### config.mk
export PLATFORM = sky130hd
export DESIGN_NAME = dec_nbload_cam
export DESIGN_NICKNAME = d
export VERILOG_FILES = /design/src/rtl/dec_nbload_cam_pkg.sv /design/src/rtl/swerv_types.sv /design/src/rtl/dec_nbload_entry.sv /design/src/rtl/dec_nbload_cam.sv
export SDC_FILE = /design/constraint.sdc
export NUM_CORES = 1
export LEC_CHECK = 0
export BUFFER_PORTS_ARGS = -buffer_cell sky130_fd_sc_hd__buf_2
export CAP_MARGIN = 20
export CORE_MARGIN = 10
export CORE_UTILIZATION = 55
export CTS_CLUSTER_DIAMETER = 60
export DETAILED_ROUTE_END_ITERATION = 16
export PLACE_DENSITY = 0.95
export SLEW_MARGIN = 0
export SYNTH_ARGS = -nofsm -noshare
export SYNTH_HDL_FRONTEND = slang
export SYNTH_SLANG_ARGS = --single-unit
### constraint.sdc
create_clock -name clk -period 4.82 [get_ports clk]
set_clock_uncertainty 0.1 [all_clocks]
set_input_delay 0.964 -clock clk [delete_from_list [all_inputs] [get_ports clk]]
set_output_delay 0.964 -clock clk [all_outputs]
set_load 0.03 [all_outputs]
### src/rtl/dec_nbload_cam_pkg.sv
// Sizing and writeback bundle for the decode-stage non-blocking-load tracker.
package dec_nbload_cam_pkg;

    localparam int unsigned RV_LSU_NUM_NBLOAD       = 4;
    localparam int unsigned RV_LSU_NUM_NBLOAD_WIDTH = $clog2(RV_LSU_NUM_NBLOAD);

    typedef struct packed {
        logic       wen;
        logic [4:0] waddr;
    } dec_nbload_wb_pkt_t;

endpackage

### src/rtl/swerv_types.sv
// Shared core types. load_cam_pkt_t is the per-entry layout of the
// non-blocking-load CAM, used by decode and by trace/debug consumers.
package swerv_types;

    localparam int unsigned LOAD_CAM_TAG_W = 2;

    typedef struct packed {
        logic                      valid;
        logic                      wb;
        logic [LOAD_CAM_TAG_W-1:0] tag;
        logic [4:0]                rd;
    } load_cam_pkt_t;

endpackage

### src/rtl/dec_nbload_entry.sv
// One tracker entry: valid/wb/rd state plus its next-state logic.
// Ports:
//   clk, rst_l     clock, synchronous active-low reset
//   alloc          this entry is being allocated this cycle
//   alloc_rd       destination register of the allocation
//   inv            this entry's load was squashed
//   data           load data returned for this entry's tag
//   data_error     returned data is in error
//   waw_clr        a newer writer targets this entry's rd
//   pkt            registered entry state (tag field is constant IDX)
//   wb_fire_c      this entry's data return produces a GPR write
module dec_nbload_entry
    import swerv_types::*;
#(
    parameter int unsigned IDX = 0
) (
    input  logic          clk,
    input  logic          rst_l,
    input  logic          alloc,
    input  logic [4:0]    alloc_rd,
    input  logic          inv,
    input  logic          data,
    input  logic          data_error,
    input  logic          waw_clr,
    output load_cam_pkt_t pkt,
    output logic          wb_fire_c
);

    localparam int unsigned PKT_TAG_W = $bits(load_cam_pkt_t) - 7;

    load_cam_pkt_t q;
    load_cam_pkt_t d;

    // Free is applied before alloc so a same-cycle re-allocation lands valid.
    always_comb begin
        d     = q;
        d.tag = PKT_TAG_W'(IDX);
        if (waw_clr) begin
            d.wb = 1'b0;
        end
        if (inv || (data && q.valid)) begin
            d.valid = 1'b0;
            d.wb    = 1'b0;
        end
        if (alloc) begin
            d.valid = 1'b1;
            d.wb    = |alloc_rd;
            d.rd    = alloc_rd;
        end
    end

    always_ff @(posedge clk) begin
        if (!rst_l) begin
            q.valid <= 1'b0;
            q.wb    <= 1'b0;
            q.tag   <= PKT_TAG_W'(IDX);
            q.rd    <= 5'd0;
        end else begin
            q <= d;
        end
    end

    // Squash wins over a same-cycle data return.
    assign wb_fire_c = data && q.valid && q.wb && !inv && !data_error;
    assign pkt       = q;

    // Allocating over a live entry that is not being freed is illegal use.
    always_ff @(posedge clk) begin
        if (rst_l) begin
            assert (!(alloc && q.valid && !inv && !data));
        end
    end

endmodule

### src/rtl/dec_nbload_cam.sv
// Decode-stage tracker of outstanding non-blocking loads. Entries are indexed
// directly by tag; produces the delayed GPR writeback, per-source hazard
// stalls and a full indication for the LSU.
// Ports:
//   clk, rst_l                  clock, synchronous active-low reset
//   alloc_valid/tag/rd          new non-blocking load from the LSU
//   inv_valid/tag               squash of an outstanding load
//   data_valid/tag/error        load data return
//   i0/i1_wen_wb, _waddr_wb     in-order GPR writes (WAW against entries)
//   rs_addr, rs_en              decode sources {i1rs2, i1rs1, i0rs2, i0rs1}
//   nb_wen, nb_waddr            registered GPR writeback
//   rs_block                    per-source hazard stall
//   cam_full                    every entry valid
//   cam_pkt                     entry state for debug/trace
module dec_nbload_cam
    import swerv_types::*;
    import dec_nbload_cam_pkg::*;
#(
    parameter int unsigned NUM_NBLOAD = RV_LSU_NUM_NBLOAD,
    parameter int unsigned TAG_W      = RV_LSU_NUM_NBLOAD_WIDTH
) (
    input  logic                            clk,
    input  logic                            rst_l,
    input  logic                            alloc_valid,
    input  logic [TAG_W-1:0]                alloc_tag,
    input  logic [4:0]                      alloc_rd,
    input  logic                            inv_valid,
    input  logic [TAG_W-1:0]                inv_tag,
    input  logic                            data_valid,
    input  logic [TAG_W-1:0]                data_tag,
    input  logic                            data_error,
    input  logic                            i0_wen_wb,
    input  logic [4:0]                      i0_waddr_wb,
    input  logic                            i1_wen_wb,
    input  logic [4:0]                      i1_waddr_wb,
    input  logic [3:0][4:0]                 rs_addr,
    input  logic [3:0]                      rs_en,
    output logic                            nb_wen,
    output logic [4:0]                      nb_waddr,
    output logic [3:0]                      rs_block,
    output logic                            cam_full,
    output load_cam_pkt_t [NUM_NBLOAD-1:0]  cam_pkt
);

    logic [NUM_NBLOAD-1:0]          alloc_hit;
    logic [NUM_NBLOAD-1:0]          inv_hit;
    logic [NUM_NBLOAD-1:0]          data_hit;
    logic [NUM_NBLOAD-1:0]          waw_clr;
    logic [NUM_NBLOAD-1:0]          fire;
    logic [NUM_NBLOAD-1:0]          valid_vec;
    load_cam_pkt_t [NUM_NBLOAD-1:0] pkt;

    dec_nbload_wb_pkt_t wb_d;
    dec_nbload_wb_pkt_t wb_q;
    logic [3:0]         rs_hit;

    // Per-entry tag decode and WAW detection against newer writers.
    for (genvar i = 0; i < NUM_NBLOAD; i++) begin : g_entry
        assign alloc_hit[i] = alloc_valid && (alloc_tag == TAG_W'(i));
        assign inv_hit[i]   = inv_valid   && (inv_tag   == TAG_W'(i));
        assign data_hit[i]  = data_valid  && (data_tag  == TAG_W'(i));
        assign valid_vec[i] = pkt[i].valid;

        // The entry being allocated this cycle is not its own newer writer.
        assign waw_clr[i] = !alloc_hit[i] && pkt[i].valid &&
                            ((alloc_valid && (alloc_rd    == pkt[i].rd)) ||
                             (i0_wen_wb   && (i0_waddr_wb == pkt[i].rd)) ||
                             (i1_wen_wb   && (i1_waddr_wb == pkt[i].rd)));

        dec_nbload_entry #(
            .IDX (i)
        ) u_entry (
            .clk        (clk),
            .rst_l      (rst_l),
            .alloc      (alloc_hit[i]),
            .alloc_rd   (alloc_rd),
            .inv        (inv_hit[i]),
            .data       (data_hit[i]),
            .data_error (data_error),
            .waw_clr    (waw_clr[i]),
            .pkt        (pkt[i]),
            .wb_fire_c  (fire[i])
        );
    end

    // At most one entry fires (single data port), so an OR-mux suffices.
    always_comb begin
        wb_d = '0;
        for (int i = 0; i < NUM_NBLOAD; i++) begin
            if (fire[i]) begin
                wb_d.wen   = 1'b1;
                wb_d.waddr = wb_d.waddr | pkt[i].rd;
            end
        end
    end

    always_ff @(posedge clk) begin
        if (!rst_l) begin
            wb_q <= '0;
        end else begin
            wb_q <= wb_d;
        end
    end

    // Hazard: pending entries plus the writeback still in flight.
    always_comb begin
        rs_hit   = '0;
        rs_block = '0;
        for (int k = 0; k < 4; k++) begin
            rs_hit[k] = wb_q.wen && (wb_q.waddr == rs_addr[k]);
            for (int i = 0; i < NUM_NBLOAD; i++) begin
                if (pkt[i].valid && pkt[i].wb && (pkt[i].rd == rs_addr[k])) begin
                    rs_hit[k] = 1'b1;
                end
            end
            rs_block[k] = rs_en[k] && (rs_addr[k] != 5'd0) && rs_hit[k];
        end
    end

    assign nb_wen   = wb_q.wen;
    assign nb_waddr = wb_q.waddr;
    assign cam_full = &valid_vec;
    assign cam_pkt  = pkt;

endmodule

==> flow_summary.ini, run 1 <==
[final_layout]
diodes = 0
final_nets = 575
fin_util_pct = 62.2
syn_to_final_growth_pct = 10.6
seq_area_sq_um = 681
multi_input_area_sq_um = 2770
num-fill-cells = 572
design_area_sq_um = 4200
drive_gt1_share_pct = 21.2

[critical_path]
crit_fanout = 6
worstSetupPathType = in2out
start_kind = input pin
crit_path_end_kind = output pin
arrival_ns = 2.28
worstPathRequired_ns = 3.76

[logic_synthesis]
async_flop_share_pct = 0
synthTopCellsByCount = xor2_1 (92), xnor2_1 (58), dfxtp_1 (34)
synth_top_cell_by_area = xor2_1
synth.most_common_cell = xor2_1
synth_cells = 479
synth_area_leaders = xor2_1 (21%), dfxtp_1 (18%), xnor2_1 (13%)
ys_types = 53
syn-cell-area_sq_um = 3800
avgSynthCellArea_sq_um = 7.93
synthFlopType = dfxtp_1
ys_ff_latch = 34
yosysTopAreaCellShare_pct = 21.2
ys_warn_count = 0
synth_edf_count = 0
seq_area_frac_synth_pct = 17.9

[clock_network]
hold_buffers = 0
worstSkewPairLatency_ns = 0.30
cts_resized = 0
cts_tree = done
htree_levels = 2
cts_sinks = 34
clk_path_buf_depth = 2
post-cts-setup-buffers = 0
clkTransAtPathRegs_ns = 0.07
root_buffer = clkbuf_8
cts_buffers = 5

[detailed_routing]
via_per_inst = 6.29
drc_errors = 0
wirelength_microns = 12500
num_vias = 3791
top_layer_used = met4
drtAntennaViolNets = 0
drt-initial-drc-count = 297
wl_met3_microns = 1690
met2_length_microns = 5670
dr.pass1.iters = 5
wl_met1_microns = 4610
wl_per_cell_microns = 20.7

[place]
dpl_cell_area_sq_um = 4060
place_congestion = 0.950
hpwl_microns = 9230
port-buffer-count = 91

[global_routing]
grt_pass1_wl_microns = 19400
grt_use_total_pct = 23.2
grt_overflow = 0
grt_start_max_net_pins = 35
antenna_found_initial = 0
grt_pass1_vias = 3838

[sta]
fin_tns_setup_ns = 0
period_needed_ns = 3.34
final_max_slew_viol_count = 0
worst_pin_slew_ns = 0.706
finalHoldViolations = 0
relSlewSlack_pct = 52.9
rsz0062_at_grt = false
fmax_mhz = 299
setup_viol = 0
post-route-period-util_pct = 69.4

[worst_hold_path]
min-delay-path-class = reg2reg

[die]
io_pins = 100
die_area_sq_um = 10600
die_y_microns = 103
coreArea_sq_um = 6760
std_cell_rows = 30
initial_core_util_pct = 56.2
die_x_microns = 103

[status]
outcome = completed

[pwr]
max-vdd-ir-drop_uv = 280
leakage_nw = 1.86
pwr_density_cell_nw_per_um2 = 210

[job]
max_cap_viol_count = 0
## final timing paths
path / depth (start not counted) / endpoint / start / slack (ns)
max: 7 / rs_block[3] / rs_addr[18] / 1.48
min: 2 / g_entry[3].u_entry.pkt[8] / g_entry[3].u_entry.pkt[8] / 0.44
max reg2reg: 5 / g_entry[3].u_entry.pkt[7] / g_entry[3].u_entry.pkt[3] / 2.68
min reg2reg: 2 / g_entry[3].u_entry.pkt[8] / g_entry[3].u_entry.pkt[8] / 0.44
## cell families after synthesis
| kind of cell | after synthesis | share of synthesized area (%) |
|---|---|---|
| AOI/OAI and AO/OA | 66 | 12.3 |
| xor gates and xnor gates | 150 | 34.6 |
| buffers and inverters | 74 | 9.75 |
| DFF | 34 | 17.9 |
| muxes | 14 | 3.69 |
| other | 2 | 0.198 |
| and+or+nand+nor | 139 | 21.6 |
## state kept, by name, indices dropped and copies added, names as in the netlist
register and flops:
g_entry.u_entry.pkt 28, nb_wen 1, nb_waddr 5
## placed cells by master (no fill, tap or decap), types with 7 or more instances in the layout
cell	Yosys	routed
xor2_1	92	92
buf_2	23	91
xnor2_1	58	58
dfxtp_1	34	34
nor4_1	23	23
nand3_1	21	21
nor2b_1	20	20
nand2_1	19	19
mux2i_1	14	14
nor3_1	13	13
a21oi_1	13	13
nand4_1	10	10
inv_1	8	8
nor2_1	8	8
a21boi_0	8	8
conb_1	2	8
a21boi_1	7	7
## stage by stage
stage | hold WS [ns] | instances | power [mW] | setup WS, ns
final | 0.439 | 603 | 0.883 | 1.48
after global routing | 0.465 | 603 | 0.916 | 1.38
after CTS | 0.436 | 603 | 0.881 | 1.48
after detailed placement | 0.426 | 595 | 0.561 | 1.48
after global placement | 0.417 | 595 | 0.551 | 1.55
after floorplan | 0.534 | 485 | 0.501 | 1.42
## layout make-up
class / count / area share (%)
sequential: 34 / 16.2
tap: 80 / 2.38
clock inverter: 3 / 1.64
multi-input combinational: 377 / 66.0
clock buffer: 5 / 1.64
inverter: 11 / 0.983
timing repair buffer: 93 / 11.2
## report_power, final
part / internal (mW) / total [mW] / switching (mW)
clock: 0.207 / 0.323 / 0.115
sequential: 0.291 / 0.324 / 0.0330
combinational: 0.0972 / 0.236 / 0.139
## worst max-delay path, cell delays in order
cell     delay (ns)
buf_2          0.17
inv_2          0.05
a221o_1        0.33
nor4_1         0.33
a31oi_1        0.07
a31oi_1        0.15
buf_2          0.22
## per-layer routing
metal  vias to the layer above  GRT usage, %
met2                       294          37.9
met1                      1745          27.6
met3                        51          6.17
met4                         0          10.7
met5                         -             0
li1                       1701             -
(Power assumes the default switching activity.)
==> run 2, diff against run 1 <==
--- a/config.mk
+++ b/config.mk
@@ -8,10 +8,10 @@
 export BUFFER_PORTS_ARGS = -buffer_cell sky130_fd_sc_hd__buf_2
 export CAP_MARGIN = 20
 export CORE_MARGIN = 10
-export CORE_UTILIZATION = 55
+export CORE_UTILIZATION = 49
 export CTS_CLUSTER_DIAMETER = 60
 export DETAILED_ROUTE_END_ITERATION = 16
-export PLACE_DENSITY = 0.95
+export PLACE_DENSITY = 0.9
 export SLEW_MARGIN = 0
 export SYNTH_ARGS = -nofsm -noshare
 export SYNTH_HDL_FRONTEND = slang
==> constraint.sdc (replaced) <==
create_clock -name clk -period 2.9 [get_ports clk]
set_clock_uncertainty 0.1 [all_clocks]
set_input_delay 0.58 -clock clk [delete_from_list [all_inputs] [get_ports clk]]
set_output_delay 0.58 -clock clk [all_outputs]
set_load 0.03 [all_outputs]
==> run 2 against run 1 <==
  * Cell count increased by 6.6%
  * Critical path type is now reg2out
  * Sequential share of layout area decreased by 0.44 points
  * Worst hold slack got worse by 0.0050 ns
  * Flip-flop and latch count unchanged
==> flow_summary.ini, run 2 (synthesis results as in run 1) <==
[clock_network]
cts_sinks = 34
cts_resized = 0
cts_tree = done
clk_path_buf_depth = 2
root_buffer = clkbuf_8
htree_levels = 2
worstSkewPairLatency_ns = 0.30
clkTransAtPathRegs_ns = 0.08
post-cts-setup-buffers = 0
hold_buffers = 0
cts_buffers = 5

[detailed_routing]
via_per_inst = 6.14
drt-initial-drc-count = 418
num_vias = 3946
drtAntennaViolNets = 0
wirelength_microns = 13800
drc_errors = 0
dr.pass1.iters = 9
wl_per_cell_microns = 21.4

[critical_path]
start_kind = flop
crit_fanout = 13
worstSetupPathType = reg2out
crit_path_end_kind = output pin
arrival_ns = 2.08
worstPathRequired_ns = 2.22

[global_routing]
grt_overflow = 0
grt_pass1_wl_microns = 20700
grt_start_max_net_pins = 35
grt_pass1_vias = 3867
grt_use_total_pct = 22.4
grt_use_met3_pct = 6.25
use_met1_pct = 25.3
antenna_found_initial = 0
busiest_layer = met2
use_met2_pct = 37.2

[final_layout]
drive_gt1_share_pct = 23.8
syn_to_final_growth_pct = 13.7
final_nets = 593
layout_common_cells = xor2_1 (92), buf_2 (91), xnor2_1 (58), dfxtp_1 (34), nor4_1 (23)
seq_area_sq_um = 681
num-fill-cells = 676
final_common_cell = xor2_1
final_cells = 643
diodes = 0
multi_input_area_sq_um = 2770
largest_reg_flops = 28

[place]
place_inst = 635
place_congestion = 0.995
hpwl_microns = 10300
port-buffer-count = 91

[die]
coreArea_sq_um = 7650
io_pins = 100
die_y_microns = 108
std_cell_rows = 32
die_x_microns = 108
die_area_sq_um = 11700
initial_core_util_pct = 49.7

[job]
max_cap_viol_count = 0

[sta]
setup_viol = 0
relSlewSlack_pct = 50.8
finalHoldViolations = 0
period_needed_ns = 2.76
post-route-period-util_pct = 95.1
worst_pin_slew_ns = 0.737
final_max_slew_viol_count = 0
fmax_mhz = 363
rsz0062_at_grt = false
fin_tns_setup_ns = 0

[pwr]
pwr_density_cell_nw_per_um2 = 307
leakage_nw = 1.94
max-vdd-ir-drop_uv = 222

[status]
outcome = completed

[worst_hold_path]
min-delay-path-class = reg2reg
-- run 2: report_power, final --
group	leakage (nW)	switching, mW	internal, mW
Sequential	0.276	0.0367	0.484
Clock	0.0482	0.179	0.192
Combinational	1.61	0.261	0.172
Total	1.94	0.477	0.847
-- run 2: metal layers --
metal,up-vias,share of wire [%]
met5,-,0
met4,0,5.9
met3,88,13
met2,309,46
met1,1808,36
li1,1741,-
-- run 2: final timing paths --
check                                  from  slack (ns)  cells after the start                   endpoint
setup / recovery  g_entry[3].u_entry.pkt[3]        0.14                      6                rs_block[0]
hold / removal    g_entry[3].u_entry.pkt[8]        0.43                      2  g_entry[3].u_entry.pkt[8]
setup reg to reg  g_entry[3].u_entry.pkt[3]        0.79                      5  g_entry[3].u_entry.pkt[7]
hold reg to reg   g_entry[3].u_entry.pkt[8]        0.43                      2  g_entry[3].u_entry.pkt[8]
-- run 2: cell type report --
cell class              count  area share [%]
clock inverters             1           0.116
flip-flops and latches     34            15.8
inverters                  11           0.956
multi-input cells         377            64.2
repair buffers            111            14.0
clock buffers               7            2.00
well taps                 102            2.95
-- run 2: worst max-delay path: stages, from the launching register on --
cell     delay [ns]
dfxtp_1        0.80
xnor2_1        0.21
nand4_1        0.13
nor3_1         0.20
nor3_1         0.08
a21oi_1        0.15
buf_2          0.22
-- run 2: metrics by stage --
step	hold slack (ns)	setup WS (ns)	instance area [sq um]	utilization (%)	power, mW
after floorplan	0.534	0.263	3820	-	0.833
after global placement	0.422	0.401	4230	55.3	0.934
after detailed placement	0.417	0.351	4230	55.3	0.952
after CTS	0.430	0.171	4320	56.5	1.31
after global routing	0.470	0.0419	4320	56.5	1.37
final	0.434	0.143	4320	56.5	1.32
==> run 3, diff against run 2 <==
--- a/config.mk
+++ b/config.mk
@@ -7,11 +7,12 @@
 export LEC_CHECK = 0
 export BUFFER_PORTS_ARGS = -buffer_cell sky130_fd_sc_hd__buf_2
 export CAP_MARGIN = 20
+export CORE_ASPECT_RATIO = 0.75
 export CORE_MARGIN = 10
-export CORE_UTILIZATION = 49
+export CORE_UTILIZATION = 30
 export CTS_CLUSTER_DIAMETER = 60
 export DETAILED_ROUTE_END_ITERATION = 16
-export PLACE_DENSITY = 0.9
+export PLACE_DENSITY = 0.64
 export SLEW_MARGIN = 0
 export SYNTH_ARGS = -nofsm -noshare
 export SYNTH_HDL_FRONTEND = slang
==> run 3 against run 2 <==
  * Critical endpoint is now rs_block[2]
  * Largest cell class unchanged
  * Critical path type unchanged
  * Largest power group is now the clock network
  * Global-route usage fell by 6.2 points
  * First-iteration DRC count fell by 22%
  * Combinational power grew 2%
  * Highest routed layer unchanged
==> flow_summary.ini, run 3 (synthesis results as in run 1) <==
[place]
place_ws_ns = 0.365
port-buffer-count = 91
place_congestion = 0.909
hpwl_microns = 11700
dpl_cell_area_sq_um = 4360

[global_routing]
grt_use_total_pct = 16.2
grt_use_met3_pct = 5.53
busiest_layer = met2
use_met1_pct = 22.1
grt_pass1_vias = 3780
use_met2_pct = 24.3
antenna_found_initial = 0
grt_start_max_net_pins = 35
grt_pass1_wl_microns = 22600
grt_overflow = 0

[pwr]
power_frac_seq_pct = 34.6
p_comb_share_pct = 29.3
p_int_mw = 1.00
leakage_nw = 2.00
sw_frac_of_total_pct = 33.4
pwr_density_cell_nw_per_um2 = 333
switching_power_uw = 502
p_total_mw = 1.50
clockPowerShare_pct = 36.0
max-vdd-ir-drop_uv = 227

[sta]
worst_pin_slew_ns = 0.667
period_needed_ns = 2.79
fin_ws_ns = 0.110
relSlewSlack_pct = 55.1
holdWs_ns = 0.438
setup_viol = 0
final_max_slew_viol_count = 0
fin_tns_setup_ns = 0
finalHoldViolations = 0
post-route-period-util_pct = 96.2
fmax_mhz = 358
rsz0062_at_grt = false

[detailed_routing]
drt-initial-drc-count = 327
num_vias = 3780
dr.pass1.iters = 5
wl_per_cell_microns = 20.9
drc_errors = 0
drtAntennaViolNets = 0
via_per_inst = 5.29
wirelength_microns = 14900

[die]
initial_core_util_pct = 30.8
coreArea_sq_um = 12300
io_pins = 100
die_y_microns = 117
std_cell_rows = 35
die_x_microns = 150
die_area_sq_um = 17600

[final_layout]
design_area_sq_um = 4510
layout_common_cells = xor2_1 (92), buf_2 (91), xnor2_1 (58), dfxtp_1 (34), buf_4 (27)
largest_reg_flops = 28
syn_to_final_growth_pct = 18.7
final_nets = 600
final_common_cell = xor2_1
drive_gt1_share_pct = 24.8

[critical_path]
worstSetupPathType = reg2out
crit_fanout = 9
worstPathRequired_ns = 2.22
start_kind = flop
cp_common_cell = a21oi_1
max_stage_delay_ns = 0.72
path_cells = xnor2_1, nand2_1, a2111oi_1, a21oi_1, a21oi_1, buf_2
arrival_ns = 2.11
crit_path_end_kind = output pin
slowest_stage = dfxtp_1

[clock_network]
worstSkewPairLatency_ns = 0.28
root_buffer = clkbuf_16
cts_buffers = 5
cts_tree = done
clkTransAtPathRegs_ns = 0.05
htree_levels = 2
hold_buffers = 0
clk_path_buf_depth = 2
cts_sinks = 34

[status]
outcome = completed

[job]
max_cap_viol_count = 0

[worst_hold_path]
min-delay-path-class = reg2reg
run 3: changes by cell type in the layout (fill, tap and decap cells not counted), sizes merged:
cell | previous run | this run
buf | 111 | 118
diode | 0 | 1
run 3: worst paths after layout:
check / start / to / slack (ns) / cells past startpoint
worst min-delay path: g_entry[1].u_entry.pkt[8] / g_entry[1].u_entry.pkt[8] / 0.44 / 2
worst max-delay path: g_entry[2].u_entry.pkt[4] / rs_block[2] / 0.11 / 6
worst max register to register: g_entry[3].u_entry.pkt[3] / g_entry[3].u_entry.pkt[7] / 0.81 / 6
worst min register to register: g_entry[1].u_entry.pkt[8] / g_entry[1].u_entry.pkt[8] / 0.44 / 2
run 3: critical path, delay by kind of cell (launching register included):
kind	cells	cell delay [ns]
compound gates	3	0.63
flops	1	0.72
simple gates	1	0.07
buf+inv	1	0.21
xor+xnor	1	0.19
run 3: stage by stage:
step / instances / utilization, %
6_report: 715 / 36.5
5_1_grt: 714 / 36.5
4_1_cts: 714 / 36.5
3_5_place_dp: 706 / 35.3
3_3_place_gp: 706 / 35.3
2_1_floorplan: 485 / -
run 3: area by class of cell:
type	count	area, sq um
clock buffers	7	143
flip-flops and latches	34	681
fillers	1305	7840
multi-input cells	377	2770
well taps	166	208
inverters	11	41.3
clock inverters	1	5.00
diodes	1	2.50
repair buffers	118	658
run 3: repair_timing:
action,CTS,global route
endpoints found under the setup margin,0,1
endpoints found under the hold margin,0,0
setup buffers,0,0
resized for setup,0,2
run 3: power by group through the flow:
stage | combinational (mW) | clock [mW] | sequential [mW]
5_1_grt | 0.476 | 0.569 | 0.523
3_3_place_gp | 0.420 | 0 | 0.528
3_5_place_dp | 0.436 | 0 | 0.529
2_1_floorplan | 0.295 | 0 | 0.538
6_report | 0.441 | 0.541 | 0.520
4_1_cts | 0.437 | 0.545 | 0.519
run 3: routing by layer:
| metal | part of all wire (%) | up-vias |
|---|---|---|
| met5 | 0 | - |
| met1 | 43 | 1797 |
| met4 | 0.98 | 0 |
| li1 | - | 1755 |
| met2 | 44 | 209 |
| met3 | 12 | 19 |
